## src/rtl/calc_pkg.sv

```systemverilog
// Shared command codes, calc status encoding and sequencer state encoding.
package calc_pkg;

  localparam int unsigned CMD_W = 4;

  localparam logic [CMD_W-1:0] CMD_ADD  = 4'hA;
  localparam logic [CMD_W-1:0] CMD_SUB  = 4'hB;
  localparam logic [CMD_W-1:0] CMD_MUL  = 4'hC;
  localparam logic [CMD_W-1:0] CMD_EQ   = 4'hD;
  localparam logic [CMD_W-1:0] CMD_BKSP = 4'hE;
  localparam logic [CMD_W-1:0] CMD_CLR  = 4'hF;

  typedef enum logic [1:0] {
    STAT_READY = 2'd0,
    STAT_BUSY  = 2'd1,
    STAT_ERROR = 2'd2
  } calc_status_t;

  typedef logic [2:0] seq_state_t;

  localparam seq_state_t S_IDLE     = 3'd0;
  localparam seq_state_t S_ISSUE    = 3'd1;
  localparam seq_state_t S_SETTLE   = 3'd2;
  localparam seq_state_t S_WAIT     = 3'd3;
  localparam seq_state_t S_RECOVER  = 3'd4;
  localparam seq_state_t S_WAIT_CLR = 3'd5;

endpackage

```

## src/rtl/cmd_fifo.sv

```systemverilog
// Small synchronous command FIFO; flush overrides push and pop.
module cmd_fifo
  import calc_pkg::*;
#(
  parameter int unsigned DEPTH = 8
) (
  input  logic                     clock,
  input  logic                     reset,
  input  logic                     push,
  input  logic                     pop,
  input  logic                     flush,
  input  logic [CMD_W-1:0]         din,
  output logic [CMD_W-1:0]         dout,
  output logic                     full,
  output logic                     empty,
  output logic [$clog2(DEPTH):0]   level
);

  localparam int unsigned AW = $clog2(DEPTH);
  localparam int unsigned LW = AW + 1;

  logic [CMD_W-1:0] mem [DEPTH];
  logic [AW-1:0]    rd_ptr;
  logic [AW-1:0]    wr_ptr;
  logic [LW-1:0]    count;
  logic             do_push;
  logic             do_pop;

  assign full    = (count == LW'(DEPTH));
  assign empty   = (count == '0);
  assign level   = count;
  assign dout    = mem[rd_ptr];
  assign do_push = push && !full;
  assign do_pop  = pop && !empty;

  always_ff @(posedge clock) begin
    if (reset || flush) begin
      rd_ptr <= '0;
      wr_ptr <= '0;
      count  <= '0;
    end else begin
      if (do_push) wr_ptr <= wr_ptr + AW'(1);
      if (do_pop)  rd_ptr <= rd_ptr + AW'(1);
      case ({do_push, do_pop})
        2'b10:   count <= count + LW'(1);
        2'b01:   count <= count - LW'(1);
        default: count <= count;
      endcase
    end
  end

  // Storage needs no reset; occupancy is tracked by count.
  always_ff @(posedge clock) begin
    if (do_push && !flush) mem[wr_ptr] <= din;
  end

endmodule

```

## src/rtl/calc_seq.sv

```systemverilog
// Issues queued keypad commands to calc one at a time, with error/timeout recovery.
module calc_seq
  import calc_pkg::*;
#(
  parameter int unsigned DEPTH   = 8,
  parameter int unsigned TIMEOUT = 1024
) (
  input  logic                   clock,
  input  logic                   reset,
  input  logic [3:0]             in_cmd,
  input  logic                   in_valid,
  output logic                   in_ready,
  output logic [3:0]             calc_cmd,
  output logic                   calc_stb,
  input  logic [1:0]             calc_status,
  output logic [$clog2(DEPTH):0] level,
  output logic                   busy,
  output logic                   error,
  output logic                   timeout,
  input  logic                   err_ack
);

  localparam int unsigned CW = $clog2(TIMEOUT + 1);

  seq_state_t       state;
  seq_state_t       state_nx;
  logic [CW-1:0]    cnt;
  logic [CMD_W-1:0] head;
  logic             full;
  logic             empty;
  logic             pop;
  logic             flush;
  logic             load_cmd;
  logic             load_clr;
  logic             cnt_clr;
  logic             cnt_inc;
  logic             set_err;
  logic             set_to;

  assign in_ready = !full && (state != S_RECOVER);
  assign busy     = (state != S_IDLE);

  cmd_fifo #(.DEPTH(DEPTH)) u_fifo (
    .clock (clock),
    .reset (reset),
    .push  (in_valid && in_ready),
    .pop   (pop),
    .flush (flush),
    .din   (in_cmd),
    .dout  (head),
    .full  (full),
    .empty (empty),
    .level (level)
  );

  always_ff @(posedge clock) begin
    if (reset) state <= S_IDLE;
    else       state <= state_nx;
  end

  // Next state and per-cycle control strobes.
  always_comb begin
    state_nx = state;
    pop      = 1'b0;
    flush    = 1'b0;
    load_cmd = 1'b0;
    load_clr = 1'b0;
    cnt_clr  = 1'b0;
    cnt_inc  = 1'b0;
    set_err  = 1'b0;
    set_to   = 1'b0;
    case (state)
      S_IDLE: begin
        if (!empty) begin
          pop      = 1'b1;
          load_cmd = 1'b1;
          state_nx = S_ISSUE;
        end
      end
      S_ISSUE:  state_nx = S_SETTLE;
      S_SETTLE: begin
        cnt_clr  = 1'b1;
        state_nx = S_WAIT;
      end
      S_WAIT: begin
        if (calc_status == STAT_READY) begin
          state_nx = S_IDLE;
        end else if (calc_status == STAT_ERROR) begin
          set_err  = 1'b1;
          load_clr = 1'b1;
          state_nx = S_RECOVER;
        end else if (cnt == CW'(TIMEOUT)) begin
          set_to   = 1'b1;
          load_clr = 1'b1;
          state_nx = S_RECOVER;
        end else begin
          cnt_inc = 1'b1;
        end
      end
      S_RECOVER: begin
        flush    = 1'b1;
        state_nx = S_WAIT_CLR;
      end
      S_WAIT_CLR: begin
        if (calc_status == STAT_READY) state_nx = S_IDLE;
      end
      default: state_nx = S_IDLE;
    endcase
  end

  // Command/strobe registers are loaded on the way into ISSUE or RECOVER.
  always_ff @(posedge clock) begin
    if (reset) begin
      calc_cmd <= '0;
      calc_stb <= 1'b0;
      cnt      <= '0;
      error    <= 1'b0;
      timeout  <= 1'b0;
    end else begin
      calc_stb <= load_cmd || load_clr;
      if (load_cmd)      calc_cmd <= head;
      else if (load_clr) calc_cmd <= CMD_CLR;
      if (cnt_clr)       cnt <= '0;
      else if (cnt_inc)  cnt <= cnt + CW'(1);
      if (set_err)       error <= 1'b1;
      else if (err_ack)  error <= 1'b0;
      if (set_to)        timeout <= 1'b1;
      else if (err_ack)  timeout <= 1'b0;
    end
  end

endmodule

```

## config.mk

```make
export PLATFORM = sky130hd
export DESIGN_NAME = calc_seq
export DESIGN_NICKNAME = d
export VERILOG_FILES = /design/src/rtl/calc_pkg.sv /design/src/rtl/cmd_fifo.sv /design/src/rtl/calc_seq.sv
export SDC_FILE = /design/constraint.sdc
export NUM_CORES = 1
export LEC_CHECK = 0
export CAP_MARGIN = 20
export CORE_MARGIN = 2
export CORE_UTILIZATION = 52
export DETAILED_ROUTE_END_ITERATION = 7
export PLACE_DENSITY = 0.73
export RECOVER_POWER = 50
export SETUP_SLACK_MARGIN = 0.05
export SYNTH_ARGS = -nofsm -noshare
export SYNTH_HDL_FRONTEND = slang
export SYNTH_SLANG_ARGS = --single-unit
export TNS_END_PERCENT = 10
```

## constraint.sdc

```tcl
create_clock -name clock -period 2.5 [get_ports clock]
set_input_delay 0.625 -clock clock [delete_from_list [all_inputs] [get_ports clock]]
set_output_delay 0.625 -clock clock [all_outputs]
set_load 0.02 [all_outputs]
```

* After elaboration in Yosys (flattened, before gate mapping)
Memories as Yosys holds them, arrays and structs flattened. A register that Yosys moved wholly into a read port is not among the register bits. Cells that the tools add are included.
Operators by class: add/sub/neg operators 5, eq/ne operators 14, multiplexer cells 34, reductions and logical operators 20
Operators by type and width (count):
- 1-bit two-way mux | 23
- 3-bit two-way mux | 7
- 3-bit case mux with 6 select lines | 1
- 11-bit by 1-bit adder with 11-bit output, second input constant | 1
- 11-bit == test, second input constant | 1
- 4-bit two-way mux | 2
- 4-bit case mux with 2 select lines | 1
- 2-bit nonzero test | 4
- 3-bit by 1-bit adder with 3-bit output, second input constant | 2
- 3-bit by 2-bit == test with 1-bit output, second input constant | 2
- 3-bit == test, second input constant | 2
- 1-bit logical AND | 5
- 4-bit by 1-bit adder with 4-bit output, second input constant | 1
- 2-bit == test, second input constant | 2
- 4-bit == test, second input constant | 1
- 4-bit logical NOT | 1
- 2-bit != test, second input constant | 2
- 4-bit != test, second input constant | 1
- 4-bit by 1-bit subtractor with 4-bit output, second input constant | 1
- 3-bit by 1-bit == test with 1-bit output, second input constant | 1
- 1-bit logical NOT | 3
- 3-bit logical NOT | 1
- 3-bit != test, second input constant | 1
- 3-bit AND reduction | 1
- other kinds (5) | 6
Storage, ports and cells: bits in registers 31, memory bits (writable) 32, output and inout port bits 13, logic and storage cells 83, memories 1
Memory list:
- u_fifo.mem | depth 8, width 4, read ports 1, clocked after Yosys merged registers in 1, write ports 1, RTL line cmd_fifo.sv:22 | logic [CMD_W-1:0] mem [DEPTH];

* Logic depth before layout (Yosys ltp)
Gate-level depths: netlist of the first run.
word-level depth 8, mapped depth 11, depth with buffers taken out 9

* By module
From an unflattened synthesis of the first run, not the netlist that was laid out.
Unflattened totals: cells, all modules 264, area, all modules 3101.7 µm²
Modules (own cells, without submodules):
- cmd_fifo | times used 1, cells an instance 125, area each 1905.6 µm², sequential area each 1221.2 µm²
- calc_seq | times used 1, cells an instance 139, area each 1196.1 µm², sequential area each 420.4 µm²

* Worst setup path before layout of the first run
No wires, ideal clock.
path kind register -> register, from register u_fifo.count[1], in the netlist u_fifo.level[1], to register u_fifo.count[2], in the netlist u_fifo.level[2], setup time 0.070 ns, arrival 2.806 ns, data required time 2.430 ns, path slack -0.376 ns, stages on the path, launching flop included 11, path buffers 2, path through dfxtp_1 > buf_6 > or4_4 > and2_4 > buf_6 > ha_1 > xor2_1 > ha_1 > or4b_1 > a31o_2 > a21oi_1
Between the ends: cells in the longest elaborated chain, start to end 7
RTL lines:
- from (decl) | RTL line cmd_fifo.sv:25 | logic [LW-1:0] count;
- from (signal assigned) | RTL line cmd_fifo.sv:45 | 2'b10: count <= count + LW'(1);
- from (signal assigned) | RTL line cmd_fifo.sv:46 | 2'b01: count <= count - LW'(1);
- from (signal assigned) | RTL line cmd_fifo.sv:47 | default: count <= count;
- 4-bit == test | RTL line cmd_fifo.sv:29 | assign full = (count == LW'(DEPTH));
- 1-bit logical NOT | RTL line cmd_fifo.sv:33, calc_seq.sv:40
- 1-bit logical AND | RTL line calc_seq.sv:40 | assign in_ready = !full && (state != S_RECOVER);
- 1-bit logical AND | RTL line calc_seq.sv:46 | .push (in_valid && in_ready),
- 1-bit logical AND | RTL line cmd_fifo.sv:33 | assign do_push = push && !full;
- 2-bit by 1-bit == test with 1-bit output or 2-bit == test (tied branches) | RTL line cmd_fifo.sv:44 | case ({do_push, do_pop})
- 4-bit case mux with 2 select lines or 2-bit nonzero test (tied branches)
Several ways; a longest one is shown, not always the timed one. A chain may end at the register's enable or synchronous reset.

* Worst setup path in the final report of the first run
from register u_fifo.count[0], in the netlist u_fifo.level[0], to register u_fifo.count[2], in the netlist u_fifo.level[2]
Same word-level chain as after synthesis.

==> impl_metrics.csv, run 1 <==
group,metric,value,unit
cts,clk_latency,330,ps
sta,tns,0,ps
worst_setup_path,r2r-end,"u_fifo.level[2]$_SDFFE_PP0P_",
power_and_ir_drop,switching_share,32.5,%
grt,grt_max_degree,12,
cts,clock_path_buffers,2,
drt,drt_pass1_iterations,4,
grt,grt_remaining_overflow,0,
grt,grt_pass1_wl,9380,µm
power_and_ir_drop,powerDensity,1120,nW/µm²
finish,num-fill-cells,440,
die,die_y,79.1,µm
sta,whs,498,ps
sta,relSlewSlack,62.4,%
power_and_ir_drop,p_seq_share,35.2,%
drt,post_drt_wl_per_cell,15.4,µm
logic_synthesis,synth_edf_count,32,
worst_setup_path,crit_arrival,2680,ps
power_and_ir_drop,internal_power,0.00272,W
outcome,status,"completed",
sta,timing.final.crit_share,96.5,%
placement,dpl.hpwl,4030,µm
min_path,holdCritPathClass,"register to register",
worst_setup_path,reg2reg_depth,8,
sta,finalClockSkew,5.07,ps
worst_setup_path,critPathCaptureType,"register",
logic_synthesis,yosysTopAreaCellShare,32.8,%
logic_synthesis,synth_cells,243,
logic_synthesis,yosys.cell_types.count,51,
logic_synthesis,synth_ff_type,"dfxtp_1",
die,die_area,6250,µm²
cts,ctsHtreeMaxLevel,3,
finish,multi_input_area,1220,µm²
power_and_ir_drop,power_frac_clock,23.7,%
drt,drt-initial-drc-count,175,
finish,n_antenna_cell,0,
worst_setup_path,worst-r2r-setup-slack,90,ps
drt,vias,2016,
logic_synthesis,syn_nets,259,
drt,ant_nets,0,
cts,cts_tree,"done",
worst_setup_path,crit_required,2770,ps
logic_synthesis,yosys_warnings,0,
worst_setup_path,worstPathMaxFanout,3,
placement,pre_cts_slack,-182,ps
logic_synthesis,ys_seq_area_share,56.0,%
power_and_ir_drop,switching_power,0.00131,W
worst_setup_path,worstSetupEndpoint,"u_fifo.level[2]$_SDFFE_PP0P_",
sta,fin_crit,2410,ps
die,die_x,79.1,µm
finish,fin_cells,365,
drt,drt-total-wl,5630,µm
finish,nNetsFinal,304,
logic_synthesis,synth_top_cells_by_area,"edfxtp_1 33%, dfxtp_1 23%, mux4_2 6.1%, nor2_1 4.5%, xor2_1 3.0%",
power_and_ir_drop,p_leak,1.30,nW
finish,layout-drive-gt1-share,22.5,%
sta,finalMaxSlewViolations,0,
sta,hold_viol_final,0,
die,rows,27,
drt,viasPerCell,5.52,
logic_synthesis,postSynthAreaPerCell,12.1,µm²
sta,rsz0062_at_grt,"yes",
cts,cts_sinks,66,
sta,setup_slack,86.5,ps
logic_synthesis,synthArstFlopShare,0,%
finish,area_growth,22.8,%
power_and_ir_drop,ir_drop,1.11,mV
finish,regArea,1650,µm²
placement,dp.cells,348,
sta,finalSetupViolCount,0,
grt,grt_pass1_vias,1939,
grt,track_usage,19.9,%
die,coreArea,5470,µm²
logic_synthesis,synth_top_area_cell,"edfxtp_1",
power_and_ir_drop,combPwrFrac,41.1,%
worst_setup_path,r2r_start,"u_fifo.level[0]$_SDFFE_PP0P_",
drt,drc_errors,0,
cts,clk_pin_slew,70,ps
grt,antenna_found_initial,0,
cts,hold_buffers,0,
die,io_pins,23,
sta,max_freq,414,MHz
die,start_util,53.5,%
cts,root_buffer,"clkbuf_8",
flow_run,cap_violations,0,
worst_setup_path,critPathLaunchType,"register",
cts,cts_made_buffers,9,
worst_setup_path,crit_type,"register to register",
logic_synthesis,ys_ff_latch,66,
worst_setup_path,setup.worst_path.start,"u_fifo.level[0]$_SDFFE_PP0P_",
placement,globalplace.congestion,0.833,
logic_synthesis,synth.cell_area,2930,µm²
placement,port_buffers,22,
sta,worstMarginPinSlew,559,ps
[synth_stat cells, drive strengths merged (3+ instances only)]
cell / count
inv: 8
mux4: 8
nand4: 7
nor4: 3
ha: 6
buf: 10
edfxtp: 32
nand2: 8
o21ai: 3
a21oi: 7
nor2: 35
xnor2: 4
nor3: 3
nand3: 11
clkbuf: 3
mux2i: 8
and4: 3
xor2: 10
and2: 5
dfxtp: 34
a221oi: 4
[final cells by class]
| cell class | count | share of cell area, % |
|---|---|---|
| Clock inverter | 5 | 2.16 |
| Tap cell | 72 | 2.50 |
| Timing Repair Buffer | 47 | 11.1 |
| Multi-Input combinational cell | 156 | 34.0 |
| Sequential cell | 66 | 45.8 |
| Inverter | 8 | 0.834 |
| Clock buffer | 11 | 3.65 |
[sequential cells by signal, summed over array words and instances, names as in the netlist, named ones only]
name           cells
calc_cmd           4
calc_stb           1
cnt               11
error              1
state              3
timeout            1
u_fifo.level       4
u_fifo.mem        32
u_fifo.rd_ptr      3
u_fifo.wr_ptr      3
[power groups by stage]
stage	clock network [W]	logic [W]	registers, W
2_1_floorplan	0	0.00106	0.00147
3_3_place_gp	0	0.00157	0.00144
4_1_cts	0.000971	0.00164	0.00143
3_5_place_dp	0	0.00161	0.00145
5_1_grt	0.00102	0.00181	0.00144
6_report	0.000955	0.00165	0.00142
[kinds of logic after synthesis]
logic type | count (synthesis) | share of synthesized area [%]
buffers and inverters | 21 | 3.46
AOI/OAI and AO/OA | 26 | 7.26
adders and majority gates | 6 | 2.56
muxes | 16 | 8.88
xor gates and xnor gates | 14 | 4.18
DFF | 66 | 56.0
and+or+nand+nor | 94 | 17.6
[what timing repair did]
item | 4_1_cts | 5_1_grt
gates resized for setup | 5 | 4
setup buffers | 1 | 0
pin swaps | 1 | 2
endpoints found under the setup margin | 3 | 2
[metal layers]
metal	global-route usage (%)	vias to the layer above	wire length, µm
met3	4.89	9	204
li1	-	990	-
met2	30.2	38	2620
met4	6.72	0	63
met5	0	-	0
met1	28.1	979	2750
[stage by stage]
stage | cell area, µm² | total power (W) | utilization (%)
final | 3600 | 0.00403 | 65.8
after global routing | 3600 | 0.00428 | 65.8
after CTS | 3590 | 0.00403 | 65.7
after detailed placement | 3370 | 0.00305 | 61.6
after global placement | 3370 | 0.00301 | 61.6
after floorplan | 2950 | 0.00254 | -
[critical path, cell delays in order, from the launching register on]
cell and delay (ps):
dfxtp_2 330, or4_4 520, and2_4 190, ha_4 150
xor2_1 140, ha_2 180, or4b_4 520, a31o_4 230
a21oi_2 100
[worst min-delay path by stage]
| stage | from | end | slack, ps | depth (start not counted) |
|---|---|---|---|---|
| floorplan | cnt[9]$_SDFFE_PP0P_ | cnt[9]$_SDFFE_PP0P_ | 470 | 2 |
| global placement | timeout$_SDFFE_PP0P_ | timeout$_SDFFE_PP0P_ | 480 | 2 |
| detailed placement | u_fifo.wr_ptr[0]$_SDFFE_PP0P_ | u_fifo.wr_ptr[0]$_SDFFE_PP0P_ | 500 | 2 |
| CTS | u_fifo.wr_ptr[0]$_SDFFE_PP0P_ | u_fifo.wr_ptr[0]$_SDFFE_PP0P_ | 510 | 2 |
| global route | u_fifo.wr_ptr[0]$_SDFFE_PP0P_ | u_fifo.wr_ptr[0]$_SDFFE_PP0P_ | 520 | 2 |
| finish | u_fifo.wr_ptr[0]$_SDFFE_PP0P_ | u_fifo.wr_ptr[0]$_SDFFE_PP0P_ | 500 | 2 |
[layout by cell type, fill, tap and decap left out, types with 2 or more instances in the layout]
master,synthesis,final
nor2_1,35,35
dfxtp_1,34,32
edfxtp_1,32,32
buf_4,0,22
clkdlybuf4s50_1,0,15
xor2_1,10,10
nand3_1,9,10
clkbuf_8,0,9
inv_1,8,8
nand2_1,8,8
mux4_2,8,8
mux2i_1,8,8
nand4_1,7,7
a21oi_1,7,6
dlygate4sd3_1,0,6
clkbuf_1,3,5
a221oi_2,4,4
xnor2_1,4,4
ha_1,6,4
nor4_1,3,3
and4_1,3,3
o21ai_0,3,3
and2_1,4,3
nand2b_1,2,2
or2_2,2,2
nor3_1,3,2
and4b_1,2,2
a21o_1,2,2
bufinv_16,0,2
(Power assumes the default switching activity.)
==> run 2: changes to the inputs <==
--- a/config.mk
+++ b/config.mk
@@ -9,8 +9,10 @@
 export CORE_MARGIN = 2
 export CORE_UTILIZATION = 52
 export DETAILED_ROUTE_END_ITERATION = 7
+export GPL_ROUTABILITY_DRIVEN = 1
 export PLACE_DENSITY = 0.73
 export RECOVER_POWER = 50
+export REMOVE_ABC_BUFFERS = 1
 export SETUP_SLACK_MARGIN = 0.05
 export SYNTH_ARGS = -nofsm -noshare
 export SYNTH_HDL_FRONTEND = slang
==> constraint.sdc (replaced) <==
create_clock -name clock -period 2.5 [get_ports clock]
set_input_delay 0.5 -clock clock [delete_from_list [all_inputs] [get_ports clock]]
set_output_delay 0.5 -clock clock [all_outputs]
set_load 0.02 [all_outputs]
==> impl_metrics.csv, run 2 (synthesis gave the netlist of run 1 again) <==
group,metric,value,unit
drt,drt-initial-drc-count,72,
finish,utilization,65.2,%
cts,cts_tree,"done",
sta,finalMaxSlewViolations,0,
worst_setup_path,r2r_start,"u_fifo.level[0]$_SDFFE_PP0P_",
grt,grt_pass1_vias,1915,
cts,hold_buffers,0,
drt,drt_pass1_iterations,4,
cts,root_buffer,"clkbuf_8",
sta,hold_viol_final,0,
placement,port_buffers,22,
placement,dpl.hpwl,3790,µm
cts,clock_path_buffers,2,
min_path,holdCritPathClass,"register to register",
sta,rsz0062_at_grt,"yes",
placement,globalplace.congestion,0.823,
grt,antenna_found_initial,0,
grt,grt_pass1_wl,9050,µm
drt,drt-total-wl,5400,µm
die,io_pins,23,
sta,finalSetupViolCount,0,
power_and_ir_drop,powerDensity,1120,nW/µm²
worst_setup_path,critPathMaxStageDelay,530,ps
worst_setup_path,crit_top_cell,"ha_2",
worst_setup_path,critPathLaunchType,"register",
finish,area_growth,21.7,%
finish,nNetsFinal,303,
outcome,status,"completed",
drt,drc_errors,0,
finish,mostFrequentLayoutCells,"35 x nor2_1, 33 x dfxtp_1, 32 x edfxtp_1",
grt,grt_remaining_overflow,0,
sta,finalClockSkew,7.70,ps
power_and_ir_drop,p_leak,1.28,nW
placement,dp.cells,347,
sta,tns,0,ps
die,die_y,79.1,µm
worst_setup_path,setup.worst_path.start,"u_fifo.level[0]$_SDFFE_PP0P_",
die,die_x,79.1,µm
worst_setup_path,crit_family,"simple AND/OR/NAND/NOR gates",
worst_setup_path,crit_chain,"or4_4 > and2_4 > ha_2 > xor2_1 > ha_2 > or4b_4 > a31o_2 > a21oi_2",
finish,largest_reg_flops,32,
drt,post_drt_wl_per_cell,14.8,µm
cts,cts_sinks,66,
worst_setup_path,crit_type,"register to register",
power_and_ir_drop,ir_drop,0.623,mV
sta,max_freq,410,MHz
die,coreArea,5470,µm²
min_path,hold_path.startpoint,"timeout$_SDFFE_PP0P_",
cts,cts_made_buffers,9,
finish,n_antenna_cell,0,
worst_setup_path,crit_required,2780,ps
die,start_util,53.5,%
drt,vias,1998,
finish,final_common_cell,"nor2_1",
grt,grt_max_degree,15,
sta,relSlewSlack,55.5,%
sta,fin_crit,2440,ps
worst_setup_path,crit_arrival,2720,ps
cts,clk_latency,340,ps
cts,clk_pin_slew,80,ps
drt,viasPerCell,5.49,
sta,worstMarginPinSlew,668,ps
finish,top_regs,"u_fifo.mem: 32 flops, cnt: 11 flops",
finish,layout-drive-gt1-share,22.9,%
worst_setup_path,critPathBufInv,0,
flow_run,cap_violations,0,
grt,track_usage,19.2,%
worst_setup_path,cp_slowest_cell,"or4_4",
die,rows,27,
worst_setup_path,critPathCaptureType,"register",
drt,ant_nets,0,
worst_setup_path,worstPathMaxFanout,3,
cts,ctsHtreeMaxLevel,3,
sta,timing.final.crit_share,97.6,%
finish,fin_cells,364,
sta,whs,500,ps
die,die_area,6250,µm²
finish,top_register,"u_fifo.mem",
[run 2: worst paths after layout]
kind | to | slack (ps) | cells after the start
worst max-delay path | u_fifo.level[2]$_SDFFE_PP0P_ | 60 | 8
worst min-delay path | timeout$_SDFFE_PP0P_ | 500 | 2
worst max register to register | u_fifo.level[2]$_SDFFE_PP0P_ | 60 | 8
worst min register to register | timeout$_SDFFE_PP0P_ | 500 | 2
[run 2: repair_timing]
action,CTS,global route
buffers inserted,1,0
endpoints found under the setup margin,2,1
pin swaps,1,0
resized for setup,8,3
[run 2: cell type report]
cell class	instances	area, µm²
Multi-Input combinational cell	156	1210
Tap cell	72	90.1
Sequential cell	66	1640
Fill cell	423	1910
Clock inverter	7	80.1
Clock buffer	9	124
Timing Repair Buffer	46	385
Inverter	8	30.0
[run 2: metrics by stage]
step | setup slack (ps) | area, µm² | power (W)
4_1_cts | 67.5 | 3570 | 0.00402
5_1_grt | 4.47 | 3570 | 0.00424
3_3_place_gp | -27.0 | 3340 | 0.00301
3_5_place_dp | -72.8 | 3340 | 0.00304
2_1_floorplan | -262 | 2860 | 0.00241
6_report | 59.7 | 3570 | 0.00399
[run 2: report_power, final]
part,switching (W),internal [W],total [W]
Sequential,0.000133,0.00129,0.00142
Combinational,0.000806,0.000846,0.00165
Clock,0.000443,0.000474,0.000917
Total,0.00138,0.00261,0.00399
[run 2: tightest hold or removal path: stages, from the launching register on]
cell       delay, ps
dfxtp_1          330
a2bb2oi_1         60
nor2_1            70
[run 2: per-layer routing]
| layer | vias to the layer above | share of wire (%) | GRT usage (%) |
|---|---|---|---|
| met3 | 7 | 3.4 | 5.45 |
| met5 | - | 0 | 0 |
| met1 | 968 | 45 | 23.9 |
| met4 | 0 | 1.3 | 8.28 |
| li1 | 990 | - | - |
| met2 | 33 | 50 | 31.4 |
==> run 3: changes to the inputs <==
--- a/config.mk
+++ b/config.mk
@@ -10,7 +10,7 @@
 export CORE_UTILIZATION = 52
 export DETAILED_ROUTE_END_ITERATION = 7
 export GPL_ROUTABILITY_DRIVEN = 1
-export PLACE_DENSITY = 0.73
+export PLACE_DENSITY = 0.84
 export RECOVER_POWER = 50
 export REMOVE_ABC_BUFFERS = 1
 export SETUP_SLACK_MARGIN = 0.05
==> impl_metrics.csv, run 3 (synthesis gave the netlist of run 1 again) <==
group,metric,value,unit
outcome,status,"completed",
power_and_ir_drop,switching_share,32.8,%
grt,grt_pass1_wl,9120,µm
cts,cts_sinks,66,
die,coreArea,5470,µm²
cts,clk_latency,340,ps
die,die_y,79.1,µm
sta,hold_viol_final,0,
finish,largest_reg_flops,32,
placement,placed_area,3340,µm²
power_and_ir_drop,combPwrFrac,41.0,%
die,start_util,53.5,%
cts,clk_pin_slew,70,ps
flow_run,cap_violations,0,
worst_setup_path,crit_arrival,2710,ps
power_and_ir_drop,internal_power,0.00271,W
sta,rsz0062_at_grt,"yes",
drt,post_drt_wl_per_cell,15.2,µm
drt,drc_errors,0,
worst_setup_path,reg2reg_depth,8,
sta,whs,488,ps
drt,vias,2040,
min_path,holdPathStages,2,
drt,drt_pass1_iterations,4,
finish,top_register,"u_fifo.mem",
grt,grt_remaining_overflow,0,
cts,hold_buffers,0,
cts,cts_tree,"done",
drt,ant_nets,0,
die,die_x,79.1,µm
finish,layout-drive-gt1-share,21.9,%
drt,viasPerCell,5.60,
placement,port_buffers,22,
grt,grt_max_degree,12,
power_and_ir_drop,ir_drop,0.749,mV
sta,finalClockSkew,9.63,ps
cts,root_buffer,"clkbuf_8",
grt,track_usage,19.6,%
worst_setup_path,crit_type,"register to register",
worst_setup_path,worstPathMaxFanout,3,
cts,cts_made_buffers,9,
worst_setup_path,critPathLaunchType,"register",
finish,final_common_cell,"nor2_1",
finish,num-fill-cells,403,
sta,max_freq,410,MHz
worst_setup_path,crit_required,2770,ps
die,io_pins,23,
finish,top_regs,"u_fifo.mem: 32 flops, cnt: 11 flops",
finish,n_antenna_cell,0,
finish,area_growth,21.8,%
die,rows,27,
finish,nNetsFinal,303,
sta,finalSetupViolCount,0,
min_path,holdCritPathClass,"register to register",
power_and_ir_drop,power_frac_clock,23.5,%
sta,relSlewSlack,58.8,%
drt,drt-initial-drc-count,124,
grt,grt_pass1_vias,2009,
power_and_ir_drop,p_leak,1.29,nW
finish,final_area,3570,µm²
cts,clock_path_buffers,2,
drt,drt-total-wl,5540,µm
placement,dpl.hpwl,3870,µm
cts,ctsHtreeMaxLevel,3,
power_and_ir_drop,powerDensity,1130,nW/µm²
placement,globalplace.congestion,0.795,
sta,fin_crit,2440,ps
sta,timing.final.crit_share,97.6,%
power_and_ir_drop,p_seq_share,35.4,%
grt,antenna_found_initial,0,
power_and_ir_drop,switching_power,0.00132,W
sta,worstMarginPinSlew,613,ps
die,die_area,6250,µm²
finish,mostFrequentLayoutCells,"35 x nor2_1, 32 x dfxtp_1, 32 x edfxtp_1",
sta,finalMaxSlewViolations,0,
worst_setup_path,critPathCaptureType,"register",
[run 3: final timing paths]
| path | start | to | slack (ps) |
|---|---|---|---|
| setup / recovery | u_fifo.level[0]$_SDFFE_PP0P_ | u_fifo.level[2]$_SDFFE_PP0P_ | 60 |
| hold / removal | error$_SDFFE_PP0P_ | error$_SDFFE_PP0P_ | 490 |
| setup reg to reg | u_fifo.level[0]$_SDFFE_PP0P_ | u_fifo.level[2]$_SDFFE_PP0P_ | 60 |
| hold reg to reg | error$_SDFFE_PP0P_ | error$_SDFFE_PP0P_ | 490 |
[run 3: critical path, cell delays in order (launching register included)]
cell     delay (ps)
dfxtp_2         320
or4_4           530
and2_4          180
ha_2            180
xor2_1          150
ha_2            180
or4b_4          510
a31o_2          220
a21oi_2         100
[run 3: cell type report]
class                      count  area [µm²]  area share, %
clock inverter                 4        67.6           1.89
tap                           72        90.1           2.52
multi-input combinational    156        1210           33.9
timing repair buffer          46         393           11.0
clock buffer                  12         135           3.79
inverter                       8        30.0          0.841
sequential                    66        1640           46.1
[run 3: metrics by stage]
stage	setup WS, ps	utilization (%)	power (W)	cells	setup TNS [ps]
CTS	66.7	65.2	0.00401	364	0
global route	-47.7	65.2	0.00427	364	-47.7
finish	60.4	65.2	0.00403	364	0
detailed placement	-81.3	61.1	0.00304	347	-81.3
global placement	-35.9	61.1	0.00298	347	-35.9
floorplan	-262	-	0.00241	230	-262
[run 3: layer usage]
| metal | vias to the layer above | global-route usage, % | wire length, µm |
|---|---|---|---|
| li1 | 988 | - | - |
| met1 | 999 | 23.3 | 2470 |
| met2 | 41 | 31.8 | 2700 |
| met3 | 12 | 6.14 | 233 |
| met4 | 0 | 10.3 | 132 |
| met5 | - | 0 | 0 |
[run 3: repair_timing]
action                     4_1_cts  5_1_grt
cloned                           0        0
gates resized for setup          7        3
setup endpoints to repair        2        1
buffers inserted                 1        0
pin swaps                        1        0
[run 3: power groups by stage]
stage	Combinational, W	Sequential [W]	Clock [W]
after CTS	0.00163	0.00143	0.000954
final	0.00165	0.00143	0.000947
after detailed placement	0.00159	0.00145	0
after global routing	0.00182	0.00145	0.00100
after global placement	0.00155	0.00143	0
after floorplan	0.000868	0.00154	0
